==> src/rtl/zion_rf_operand_fetch.sv <==
// Operand-fetch stage between decode and execute.
// Reads two register-file channels, zeroes x0 and bypasses same-cycle writeback.
// Tracks pending destinations in a 32-entry scoreboard and stalls on RAW/WAW hazards.
// Holds the fetched operands in a single valid/ready output register.
//
// Ports:
//   clk, rst_n                   clock and asynchronous active-low reset
//   flush                        kill the output stage and clear the scoreboard
//   in_vld/in_rdy, in_*          decoded instruction handshake and fields
//   rf_rd0_rs/rf_rd0_dat         read channel 0 (rs1); data returns combinationally
//   rf_rd1_rs/rf_rd1_dat         read channel 1 (rs2)
//   wb_vld, wb_rd, wb_dat        writeback bypass and scoreboard release
//   out_vld/out_rdy, out_*       operands and instruction info sent to execute
//   sb_busy                      at least one destination is still pending
module zion_rf_operand_fetch #(
    parameter bit          RV64   = 1'b0,
    parameter int unsigned CTRL_W = 16,
    localparam int unsigned XLEN  = 32 * (1 + int'(RV64))
) (
    input  logic              clk,
    input  logic              rst_n,
    input  logic              flush,
    input  logic              in_vld,
    output logic              in_rdy,
    input  logic [4:0]        in_rs1,
    input  logic [4:0]        in_rs2,
    input  logic [4:0]        in_rd,
    input  logic              in_rd_wen,
    input  logic [CTRL_W-1:0] in_ctrl,
    output logic [4:0]        rf_rd0_rs,
    input  logic [XLEN-1:0]   rf_rd0_dat,
    output logic [4:0]        rf_rd1_rs,
    input  logic [XLEN-1:0]   rf_rd1_dat,
    input  logic              wb_vld,
    input  logic [4:0]        wb_rd,
    input  logic [XLEN-1:0]   wb_dat,
    output logic              out_vld,
    input  logic              out_rdy,
    output logic [XLEN-1:0]   out_op1,
    output logic [XLEN-1:0]   out_op2,
    output logic [4:0]        out_rd,
    output logic              out_rd_wen,
    output logic [CTRL_W-1:0] out_ctrl,
    output logic              sb_busy
);

    logic [31:0]     sb_q;
    logic [31:0]     sb_d;
    logic [XLEN-1:0] op1_d;
    logic [XLEN-1:0] op2_d;
    logic            wb_rs1;
    logic            wb_rs2;
    logic            wb_rdm;
    logic            hit_rs1;
    logic            hit_rs2;
    logic            hit_rd;
    logic            hazard;
    logic            accept;

    // Read addresses follow the decoded sources regardless of in_vld.
    assign rf_rd0_rs = in_rs1;
    assign rf_rd1_rs = in_rs2;

    assign wb_rs1 = wb_vld && (wb_rd == in_rs1);
    assign wb_rs2 = wb_vld && (wb_rd == in_rs2);
    assign wb_rdm = wb_vld && (wb_rd == in_rd);

    // Operand select: x0 reads zero, a writeback in flight beats stale RF data.
    always_comb begin
        op1_d = rf_rd0_dat;
        op2_d = rf_rd1_dat;
        if (in_rs1 == 5'd0) begin
            op1_d = '0;
        end else if (wb_rs1) begin
            op1_d = wb_dat;
        end
        if (in_rs2 == 5'd0) begin
            op2_d = '0;
        end else if (wb_rs2) begin
            op2_d = wb_dat;
        end
    end

    // A pending register being written back this cycle no longer blocks.
    assign hit_rs1 = sb_q[in_rs1] && (in_rs1 != 5'd0) && !wb_rs1;
    assign hit_rs2 = sb_q[in_rs2] && (in_rs2 != 5'd0) && !wb_rs2;
    assign hit_rd  = sb_q[in_rd]  && (in_rd  != 5'd0) && !wb_rdm;
    assign hazard  = in_vld && (hit_rs1 || hit_rs2 || (in_rd_wen && hit_rd));
    assign in_rdy  = !flush && !hazard && (!out_vld || out_rdy);
    assign accept  = in_vld && in_rdy;

    // Scoreboard next state: release on writeback, then claim on accept so a
    // same-cycle set of the same register wins; flush clears everything.
    always_comb begin
        sb_d = sb_q;
        if (wb_vld && (wb_rd != 5'd0)) begin
            sb_d[wb_rd] = 1'b0;
        end
        if (accept && in_rd_wen && (in_rd != 5'd0)) begin
            sb_d[in_rd] = 1'b1;
        end
        if (flush) begin
            sb_d = '0;
        end
    end

    // Scoreboard state and its registered summary bit.
    always_ff @(posedge clk or negedge rst_n) begin
        if (!rst_n) begin
            sb_q    <= '0;
            sb_busy <= 1'b0;
        end else begin
            sb_q    <= sb_d;
            sb_busy <= |sb_d;
        end
    end

    // Output stage: load on accept, drain on out_rdy, hold otherwise.
    always_ff @(posedge clk or negedge rst_n) begin
        if (!rst_n) begin
            out_vld    <= 1'b0;
            out_op1    <= '0;
            out_op2    <= '0;
            out_rd     <= 5'd0;
            out_rd_wen <= 1'b0;
            out_ctrl   <= '0;
        end else if (flush) begin
            out_vld <= 1'b0;
        end else if (accept) begin
            out_vld    <= 1'b1;
            out_op1    <= op1_d;
            out_op2    <= op2_d;
            out_rd     <= in_rd;
            out_rd_wen <= in_rd_wen;
            out_ctrl   <= in_ctrl;
        end else if (out_rdy) begin
            out_vld <= 1'b0;
        end
    end

endmodule
==> config.mk <==
export PLATFORM = sky130hd
export DESIGN_NAME = zion_rf_operand_fetch
export DESIGN_NICKNAME = d
export VERILOG_FILES = /design/src/rtl/zion_rf_operand_fetch.sv
export SDC_FILE = /design/constraint.sdc
export NUM_CORES = 1
export LEC_CHECK = 0
export CAP_MARGIN = 15
export CORE_UTILIZATION = 50
export CTS_CLUSTER_DIAMETER = 120
export DETAILED_ROUTE_END_ITERATION = 8
export PLACE_DENSITY_LB_ADDON = 0.15
export SYNTH_ARGS = -nofsm -noshare
export SYNTH_HDL_FRONTEND = slang
export SYNTH_SLANG_ARGS = --single-unit
==> constraint.sdc <==
create_clock -name clk -period 4.13 [get_ports clk]
set_clock_uncertainty 0.1 [all_clocks]
set_input_delay 0.6195 -clock clk [delete_from_list [all_inputs] [get_ports clk]]
set_output_delay 0.6195 -clock clk [all_outputs]
set_load 0.05 [all_outputs]
==> results.json, run 1 <==
{
  "status": "finished clean",
  "yosys.area.top_type": "dfrtp_1",
  "synth_nets": 812,
  "yosys_warnings": 0,
  "initial_core_util_pct": 52.0,
  "cts_sinks": 120,
  "dr.pass1.iters": 5,
  "synth_seq_cells": 120,
  "row_count": 42,
  "cts-htree-levels": 4,
  "p_total_mw": 5.07,
  "grt_pass1_vias": 7136,
  "final-hold-violation-count": 0,
  "routed_wl_mm": 25.6,
  "final_nets": 1070,
  "place.gp.congestion": 1.04,
  "grt_max_degree": 120,
  "n_antenna_cell": 0,
  "synth_enable_flop_cells": 0,
  "finalSetupTns_ns": 0,
  "avgSynthCellArea_um2": 10.3,
  "boundaryPins": 238,
  "hp-class": "input port to async pin",
  "cts_buffers": 17,
  "crit_arrival_ns": 3.15,
  "finalSetupViolCount": 0,
  "cts_root_buf": "clkbuf_16",
  "die_y_um": 120,
  "crit_path_end_kind": "output pin",
  "syn_area_um2": 6960,
  "design.die.area_um2": 14400,
  "async_flop_share_pct": 100,
  "vias_per_cell": 6.22,
  "ir_worst_vdd_uv": 389,
  "dp_hpwl_mm": 18.8,
  "worst_pin_slew_ns": 0.786,
  "cp-start-kind": "input port",
  "ys_seq_area_share_pct": 43.1,
  "antenna_found_initial": 0,
  "track_usage_pct": 36.2,
  "critPathKind": "input port to output pin",
  "clk_path_buf_depth": 2,
  "grt_pass1_wl_mm": 39.1,
  "routedWlPerCell_um": 22.8,
  "core_um2": 13400,
  "post-route-period-util_pct": 93.7,
  "power.density_nw_per_um2": 488,
  "drive_above_1_share_pct": 16.7,
  "drc": 0,
  "relSlewSlack_pct": 47.6,
  "leakagePower_nw": 4.24,
  "overflow": 0,
  "maxSlewViolCount": 0,
  "area.growth.synth_to_final_pct": 49.2,
  "finalCriticalPeriod_ns": 3.87,
  "fp.dieW_um": 120,
  "ys.flop_type": "dfrtp_1",
  "max_freq_ghz": 0.258,
  "io_buffers": 237,
  "drt_iter0_drc": 798,
  "dr_total_vias": 6965,
  "clk_pin_slew_worst_paths_ns": 0.06,
  "synth.area.top_cells": "dfrtp_1 (43%), mux2i_1 (12%), o31ai_1 (7.0%)",
  "yosysUniqueCellTypes": 58,
  "worstPathMaxFanout": 4,
  "rsz0062_at_grt": "no",
  "clock_latency_ns": 0.42,
  "reg2regPathDepth": 9,
  "detail-route-antenna-nets": 0,
  "syn_inst": 673,
  "yosysTopAreaCellShare_pct": 43.1,
  "cap_violations": 0,
  "critPathRequiredTime_ns": 3.41,
  "tritoncts": "built"
}
[per-layer routing]
| layer | vias to the layer above | track usage (%) | wire length [um] |
|---|---|---|---|
| met5 | - | 0 | 0 |
| met4 | 0 | 19.7 | 1310 |
| met3 | 111 | 10.3 | 2530 |
| met2 | 477 | 59.4 | 12300 |
| met1 | 3357 | 42.8 | 9380 |
| li1 | 3020 | - | - |
[critical path, stage by stage]
cell,delay [ns]
clkdlybuf4s50_1,0.65
mux4_2,0.34
nor2b_1,0.13
a2111oi_0,0.38
and4b_1,0.27
a21oi_1,0.21
nand2b_1,0.10
a21boi_1,0.26
buf_12,0.18
[timing repair]
action / CTS / global route
buffers inserted: 0 / 0
hold buffers: 0 / 0
resized for setup: 0 / 1
setup endpoints to repair: 0 / 1
[kinds of logic (layout without fill, tap and decap cells)]
logic type / after synthesis / in the layout / share of synthesized area (%)
AOI/OAI and AO/OA: 156 / 156 / 15.9
xor gates and xnor gates: 15 / 15 / 1.89
buffers and inverters: 77 / 348 / 5.39
DFF: 120 / 120 / 43.1
muxes: 118 / 118 / 20.5
and+or+nand+nor: 187 / 187 / 13.2
[flip-flops by register name, summed over array words and instances (netlist names)]
| name | cells |
|---|---|
| sb_busy | 1 |
| out_rd | 5 |
| out_vld | 1 |
| out_op1 | 32 |
| out_op2 | 32 |
| out_rd_wen | 1 |
| sb_q | 32 |
| out_ctrl | 16 |
[synth_stat cells, drive strengths merged, types with 2 or more instances]
cell / instances
o21ai: 30
mux4: 18
xor2: 12
buf: 33
nor3b: 3
nand4: 7
and3: 4
nor2b: 7
mux2: 18
or2: 3
o21bai: 4
a22oi: 2
or3: 2
xnor2: 3
a32o: 2
a2111oi: 2
clkbuf: 36
nor4: 5
a21o: 2
nor3: 7
a21boi: 2
a21oi: 10
nand3: 14
or4: 2
o22ai: 15
nand2: 89
nand3b: 8
o31ai: 66
o211ai: 7
nor4b: 3
o41ai: 2
nand2b: 8
nor2: 18
inv: 8
mux2i: 82
or3b: 4
dfrtp: 120
a31oi: 5
[where the power goes]
part / internal, mW / switching, mW / leakage [nW]
registers: 1.42 / 0.142 / 1.54
logic: 0.745 / 1.35 / 2.43
clock network: 0.871 / 0.543 / 0.271
[cell usage in the layout (no fill, tap or decap), types with 14 or more instances in the layout]
cell             synthesis  final
nand3_1                 14     14
mux4_2                  18     18
buf_4                   11     68
clkbuf_16                0     17
dfrtp_1                120    120
o21ai_0                 29     29
nor2_1                  17     17
mux2_2                  18     18
o22ai_1                 15     15
o31ai_1                 65     65
clkdlybuf4s50_1          0    234
nand2_1                 89     89
mux2i_1                 82     82
[stage by stage]
| stage | utilization, % | hold WS, ns | setup slack (ns) | std cells | cell area [um^2] |
|---|---|---|---|---|---|
| 6_report | 77.5 | 0.171 | 0.260 | 1120 | 10400 |
| 5_1_grt | 77.5 | 0.224 | 0.131 | 1120 | 10400 |
| 4_1_cts | 77.5 | 0.203 | 0.123 | 1120 | 10400 |
| 3_5_place_dp | 73.3 | 0.365 | 0.0199 | 1088 | 9820 |
| 3_3_place_gp | 73.3 | 0.360 | 0.0754 | 1088 | 9820 |
| 2_1_floorplan | - | 0.224 | 0.276 | 673 | 6960 |
[final cells by class]
| cell class | count | area (um^2) |
|---|---|---|
| multi-input cells | 476 | 3600 |
| well taps | 176 | 220 |
| repair buffers | 308 | 2970 |
| inverters | 8 | 30.0 |
| clock buffers | 21 | 470 |
| fillers | 854 | 3010 |
| flip-flops and latches | 120 | 3000 |
| clock inverters | 11 | 97.6 |
[path summary, 6_finish.rpt]
check,end,slack (ns),from
setup / recovery,in_rdy,0.26,in_rs1[1]
min in group clk,out_op1[3]$_DFFE_PN0P_,0.38,out_op1[3]$_DFFE_PN0P_
setup reg to reg,sb_q[6]$_DFF_PN0_,0.82,sb_q[2]$_DFF_PN0_
max in group asynchronous,out_op1[9]$_DFFE_PN0P_,2.81,rst_n
hold / removal,out_ctrl[2]$_DFFE_PN0P_,0.17,rst_n
hold reg to reg,out_op1[3]$_DFFE_PN0P_,0.38,out_op1[3]$_DFFE_PN0P_
No activity file was read; power rests on OpenSTA's default activity.
==> run 2: changes to the inputs <==
Settings changed: CORE_UTILIZATION 50 to 25, SKIP_CTS_REPAIR_TIMING set to 1.
==> run 2 against run 1 <==
- sequential power is essentially flat
- fmax shrank 2.3%
- final area grew 1.2%
- clock-buffer cell count shrank 3
- sequential share of layout area shrank 0.34 points
- critical path type unchanged
==> results.json, run 2 (same netlist as run 1, synthesis figures left out) <==
{
  "status": "finished clean",
  "cp_num_buf_inv": 3,
  "row_count": 60,
  "clock_latency_ns": 0.42,
  "area.growth.synth_to_final_pct": 51.0,
  "die_y_um": 169,
  "nFillCells": 2668,
  "cts-htree-levels": 4,
  "routedWlPerCell_um": 20.3,
  "finalCriticalPeriod_ns": 3.96,
  "fp.dieW_um": 169,
  "layout_common_cells": "clkdlybuf4s50_1 (235), dfrtp_1 (120), nand2_1 (89)",
  "final-hold-violation-count": 0,
  "cpLargestDelayFamily": "buffers and inverters",
  "design.die.area_um2": 28500,
  "clk_pin_slew_worst_paths_ns": 0.06,
  "leakagePower_nw": 4.15,
  "multi_input_area_um2": 3610,
  "finalSetupViolCount": 0,
  "crit_chain": "clkdlybuf4s50_1, buf_4, mux4_2, a2111oi_1, and4b_1, a21oi_2, nand2b_1, a21boi_1, buf_12",
  "n_antenna_cell": 0,
  "core_um2": 27100,
  "design_area_um2": 10500,
  "overflow": 0,
  "reg2regPathDepth": 9,
  "clk_path_buf_depth": 2,
  "worstPathMaxFanout": 4,
  "rsz0062_at_grt": "no",
  "top_regs": "out_op1: 32 flops, out_op2: 32 flops, sb_q: 32 flops",
  "rr_endpoint": "sb_q[5]$_DFF_PN0_",
  "post-route-period-util_pct": 95.9,
  "relSlewSlack_pct": 38.0,
  "final_nets": 1043,
  "dp_hpwl_mm": 19.5,
  "worst_pin_slew_ns": 0.931,
  "io_buffers": 237,
  "fin_util_pct": 38.8,
  "power.density_nw_per_um2": 497,
  "cts_buffers": 17,
  "critPathRequiredTime_ns": 3.41,
  "grt_pass1_wl_mm": 39.9,
  "r2r-start": "sb_q[1]$_DFF_PN0_",
  "max_freq_ghz": 0.253,
  "dr_total_vias": 6338,
  "antenna_found_initial": 0,
  "boundaryPins": 238,
  "cpMaxStageDelayCell": "clkdlybuf4s50_1",
  "routed_wl_mm": 26.1,
  "cap_violations": 0,
  "drive_above_1_share_pct": 14.4,
  "track_usage_pct": 18.5,
  "detail-route-antenna-nets": 0,
  "grt_pass1_vias": 6402,
  "cp_slowest_stage_delay_ns": 0.57,
  "crit_path_end_kind": "output pin",
  "grt_max_degree": 70,
  "regToRegSetupSlack_ns": 0.90,
  "drt_iter0_drc": 427,
  "ir_worst_vdd_uv": 281,
  "vias_per_cell": 4.92,
  "dpl_cell_area_um2": 9870,
  "drc": 0,
  "critPathKind": "input port to output pin",
  "crit_arrival_ns": 3.24,
  "seq_area_um2": 3000,
  "p_total_mw": 5.22,
  "cts_sinks": 120,
  "tritoncts": "built",
  "hp-class": "input port to async pin",
  "cts_root_buf": "clkbuf_16",
  "fin_hold_ws_ns": 0.228,
  "final_common_cell": "clkdlybuf4s50_1",
  "dr.pass1.iters": 5,
  "initial_core_util_pct": 25.7,
  "finalSetupTns_ns": 0,
  "place.gp.congestion": 0.880,
  "cp-start-kind": "input port",
  "maxSlewViolCount": 0
}
-- run 2: cell types whose count changed in the layout (fill, tap and decap cells not counted), moves of 2 or more --
cell,before,now
bufinv_16,1,4
clkinvlp_4,4,2
clkinv_4,1,5
buf_4,68,40
clkbuf_8,3,1
clkinv_2,4,0
-- run 2: layout make-up --
| cell class | instances | share of cell area [%] |
|---|---|---|
| Timing Repair Buffer | 281 | 26.4 |
| Inverter | 8 | 0.286 |
| Multi-Input combinational cell | 476 | 34.3 |
| Tap cell | 372 | 4.43 |
| Clock inverter | 13 | 1.87 |
| Clock buffer | 18 | 4.18 |
| Sequential cell | 120 | 28.6 |
-- run 2: stage by stage --
| step | cells | setup slack, ns |
|---|---|---|
| 5_1_grt | 1288 | 0.0111 |
| 3_5_place_dp | 1257 | 0.0365 |
| 3_3_place_gp | 1257 | 0.00419 |
| 6_report | 1288 | 0.170 |
| 2_1_floorplan | 673 | 0.276 |
| 4_1_cts | 1288 | 0.0764 |
-- run 2: per-layer routing --
metal  wire length, um  track usage [%]  up-vias
met4               454             5.14        0
met5                 0                0        -
met2             12000             30.0      276
met1             11700             24.5     3063
met3              1980             4.42       35
li1                  -                -     2964
-- run 2: worst max path at each step --
stage	slack, ns	end	from	cells after the start
final	0.17	in_rdy	in_rs1[0]	9
after global routing	0.01	in_rdy	in_rs1[0]	9
after CTS	0.08	in_rdy	in_rs1[0]	9
after detailed placement	0.04	sb_busy$_DFF_PN0_	wb_rd[1]	8
after global placement	0.004	sb_busy$_DFF_PN0_	wb_rd[1]	8
after floorplan	0.28	in_rdy	in_rs1[0]	8
-- run 2: where the power goes --
group          internal [mW]  switching, mW  total, mW
logic                  0.738           1.33       2.07
registers               1.42          0.124       1.54
clock network           1.03          0.581       1.61
==> run 3: changes to the inputs <==
Settings changed: CORE_ASPECT_RATIO set to 1.2.
==> run 3 against run 2 <==
- global-route usage rose by 0.40 points
- worst hold slack got worse by 0.020 ns
- critical path type unchanged
- die area is essentially flat
- combinational power is essentially flat
- sequential share of layout area shrank 0.12 points
- fmax is 0.72% higher
- power up 1.2%
- final area increased by 0.43%
- sequential cell count is the same
==> results.json, run 3 (same netlist as run 1, synthesis figures left out) <==
{
  "status": "finished clean",
  "cts_root_buf": "clkbuf_16",
  "netSwitchingFraction_pct": 38.5,
  "dpl_cell_area_um2": 9880,
  "grt_pass1_vias": 6570,
  "place.gp.congestion": 0.888,
  "dp_hpwl_mm": 19.7,
  "switching_power_mw": 2.04,
  "cp-start-kind": "input port",
  "overflow": 0,
  "drt_iter0_drc": 405,
  "met2_usage_pct": 31.7,
  "top_regs": "out_op1: 32 flops, out_op2: 32 flops, sb_q: 32 flops",
  "drive_above_1_share_pct": 15.2,
  "grt_pass1_wl_mm": 40.1,
  "initial_core_util_pct": 25.6,
  "multi_input_area_um2": 3610,
  "leakagePower_nw": 4.19,
  "core_um2": 27300,
  "dr.pass1.iters": 5,
  "tritoncts": "built",
  "seq_area_um2": 3000,
  "finalSetupTns_ns": 0,
  "final_nets": 1050,
  "routedWlPerCell_um": 20.7,
  "worst_pin_slew_ns": 0.917,
  "power.density_nw_per_um2": 501,
  "finalSetupViolCount": 0,
  "relSlewSlack_pct": 38.9,
  "nFillCells": 2719,
  "detail-route-antenna-nets": 0,
  "pwr-share-seq_pct": 29.0,
  "cp_slowest_stage_delay_ns": 0.56,
  "clk_pin_slew_worst_paths_ns": 0.07,
  "finalCriticalPeriod_ns": 3.93,
  "crit_path_end_kind": "output pin",
  "worstPathMaxFanout": 4,
  "cpMaxStageDelayCell": "clkdlybuf4s50_1",
  "final_common_cell": "clkdlybuf4s50_1",
  "vias_per_cell": 5.07,
  "max_freq_ghz": 0.254,
  "boundaryPins": 238,
  "io_buffers": 237,
  "fin_cells": 1266,
  "critPathRequiredTime_ns": 3.41,
  "cts-htree-levels": 4,
  "maxSlewViolCount": 0,
  "clk_path_buf_depth": 2,
  "internal_power_mw": 3.25,
  "antenna_found_initial": 2,
  "cap_violations": 0,
  "p_total_mw": 5.29,
  "layout_common_cells": "clkdlybuf4s50_1 (235), dfrtp_1 (120), nand2_1 (89)",
  "design_area_um2": 10600,
  "pre_cts_ws_ns": 0.0246,
  "cp_num_buf_inv": 3,
  "track_usage_pct": 18.9,
  "ir_worst_vdd_uv": 262,
  "gr-usage-met1_pct": 22.8,
  "crit_chain": "clkdlybuf4s50_1, buf_4, mux4_2, a2111oi_1, and4b_1, a21oi_2, nand2b_1, a21boi_2, buf_12",
  "post-route-period-util_pct": 95.2,
  "dr_total_vias": 6417,
  "critPathKind": "input port to output pin",
  "routed_wl_mm": 26.2,
  "die_y_um": 185,
  "p_comb_share_pct": 39.2,
  "row_count": 66,
  "grt_max_degree": 77,
  "cts_sinks": 120,
  "crit_arrival_ns": 3.21,
  "cts_buffers": 17,
  "design.die.area_um2": 28500,
  "dp_cells": 1232,
  "hp-class": "input port to async pin",
  "rsz0062_at_grt": "no",
  "drc": 0,
  "worst_slack_ns": 0.199,
  "fp.dieW_um": 154,
  "final-hold-violation-count": 0,
  "top_usage_layer": "met2",
  "clock_latency_ns": 0.43,
  "pwr-share-clk_pct": 31.8,
  "cpLargestDelayFamily": "buffers and inverters",
  "area.growth.synth_to_final_pct": 51.6,
  "use_met3_pct": 4.56
}
==> run 3: changes by cell type in the layout (fill, tap and decap cells not counted), sizes merged <==
cell / before / now
clkinvlp: 2 / 3
diode: 0 / 2
buf: 46 / 53
clkinv: 5 / 2
clkbuf: 18 / 19
bufinv: 4 / 5
inv: 10 / 11
==> run 3: layer usage <==
layer / vias to the layer above / routed length (um)
li1: 2978 / -
met1: 3098 / 10800
met2: 292 / 12700
met3: 49 / 1880
met4: 0 / 855
met5: - / 0
==> run 3: stage by stage <==
stage          util [%]  hold WS [ns]
3_3_place_gp       36.3         0.359
4_1_cts            38.7         0.261
5_1_grt            38.7         0.280
6_report           38.7         0.208
3_5_place_dp       36.3         0.365
2_1_floorplan         -         0.224
==> run 3: layout make-up <==
class	count	share of cell area [%]
Sequential cell	120	28.4
Inverter	8	0.284
Tap cell	340	4.03
Multi-Input combinational cell	476	34.2
Timing Repair Buffer	288	26.8
Clock inverter	13	2.05
Clock buffer	19	4.20
Antenna cell	2	0.0474
==> run 3: worst register-to-register path, stage by stage (launching register included) <==
cell,delay [ns]
dfrtp_1,0.46
mux4_2,0.47
nor2b_1,0.15
a2111oi_1,0.37
and4b_1,0.32
a2111o_2,0.58
nor2_1,0.25
buf_4,0.20
nand2_1,0.06
a21oi_1,0.24
==> run 3: worst paths after layout <==
path | startpoint | end | slack (ns) | cells past startpoint
hold reg to reg | out_op2[20]$_DFFE_PN0P_ | out_op2[20]$_DFFE_PN0P_ | 0.37 | 2
hold / removal | rst_n | out_op2[5]$_DFFE_PN0P_ | 0.21 | 1
setup / recovery | in_rs1[0] | in_rdy | 0.20 | 9
max in group asynchronous | rst_n | out_op2[24]$_DFFE_PN0P_ | 2.86 | 2
min in group clk | out_op2[20]$_DFFE_PN0P_ | out_op2[20]$_DFFE_PN0P_ | 0.37 | 2
setup reg to reg | sb_q[2]$_DFF_PN0_ | sb_q[20]$_DFF_PN0_ | 0.81 | 9
==> run 3: power groups by stage <==
stage,Combinational [mW],Sequential (mW),Clock [mW]
floorplan,0.398,2.41,0
global placement,2.08,1.55,0
detailed placement,2.08,1.56,0
CTS,2.09,1.54,1.73
global route,2.17,1.57,1.78
finish,2.07,1.53,1.68
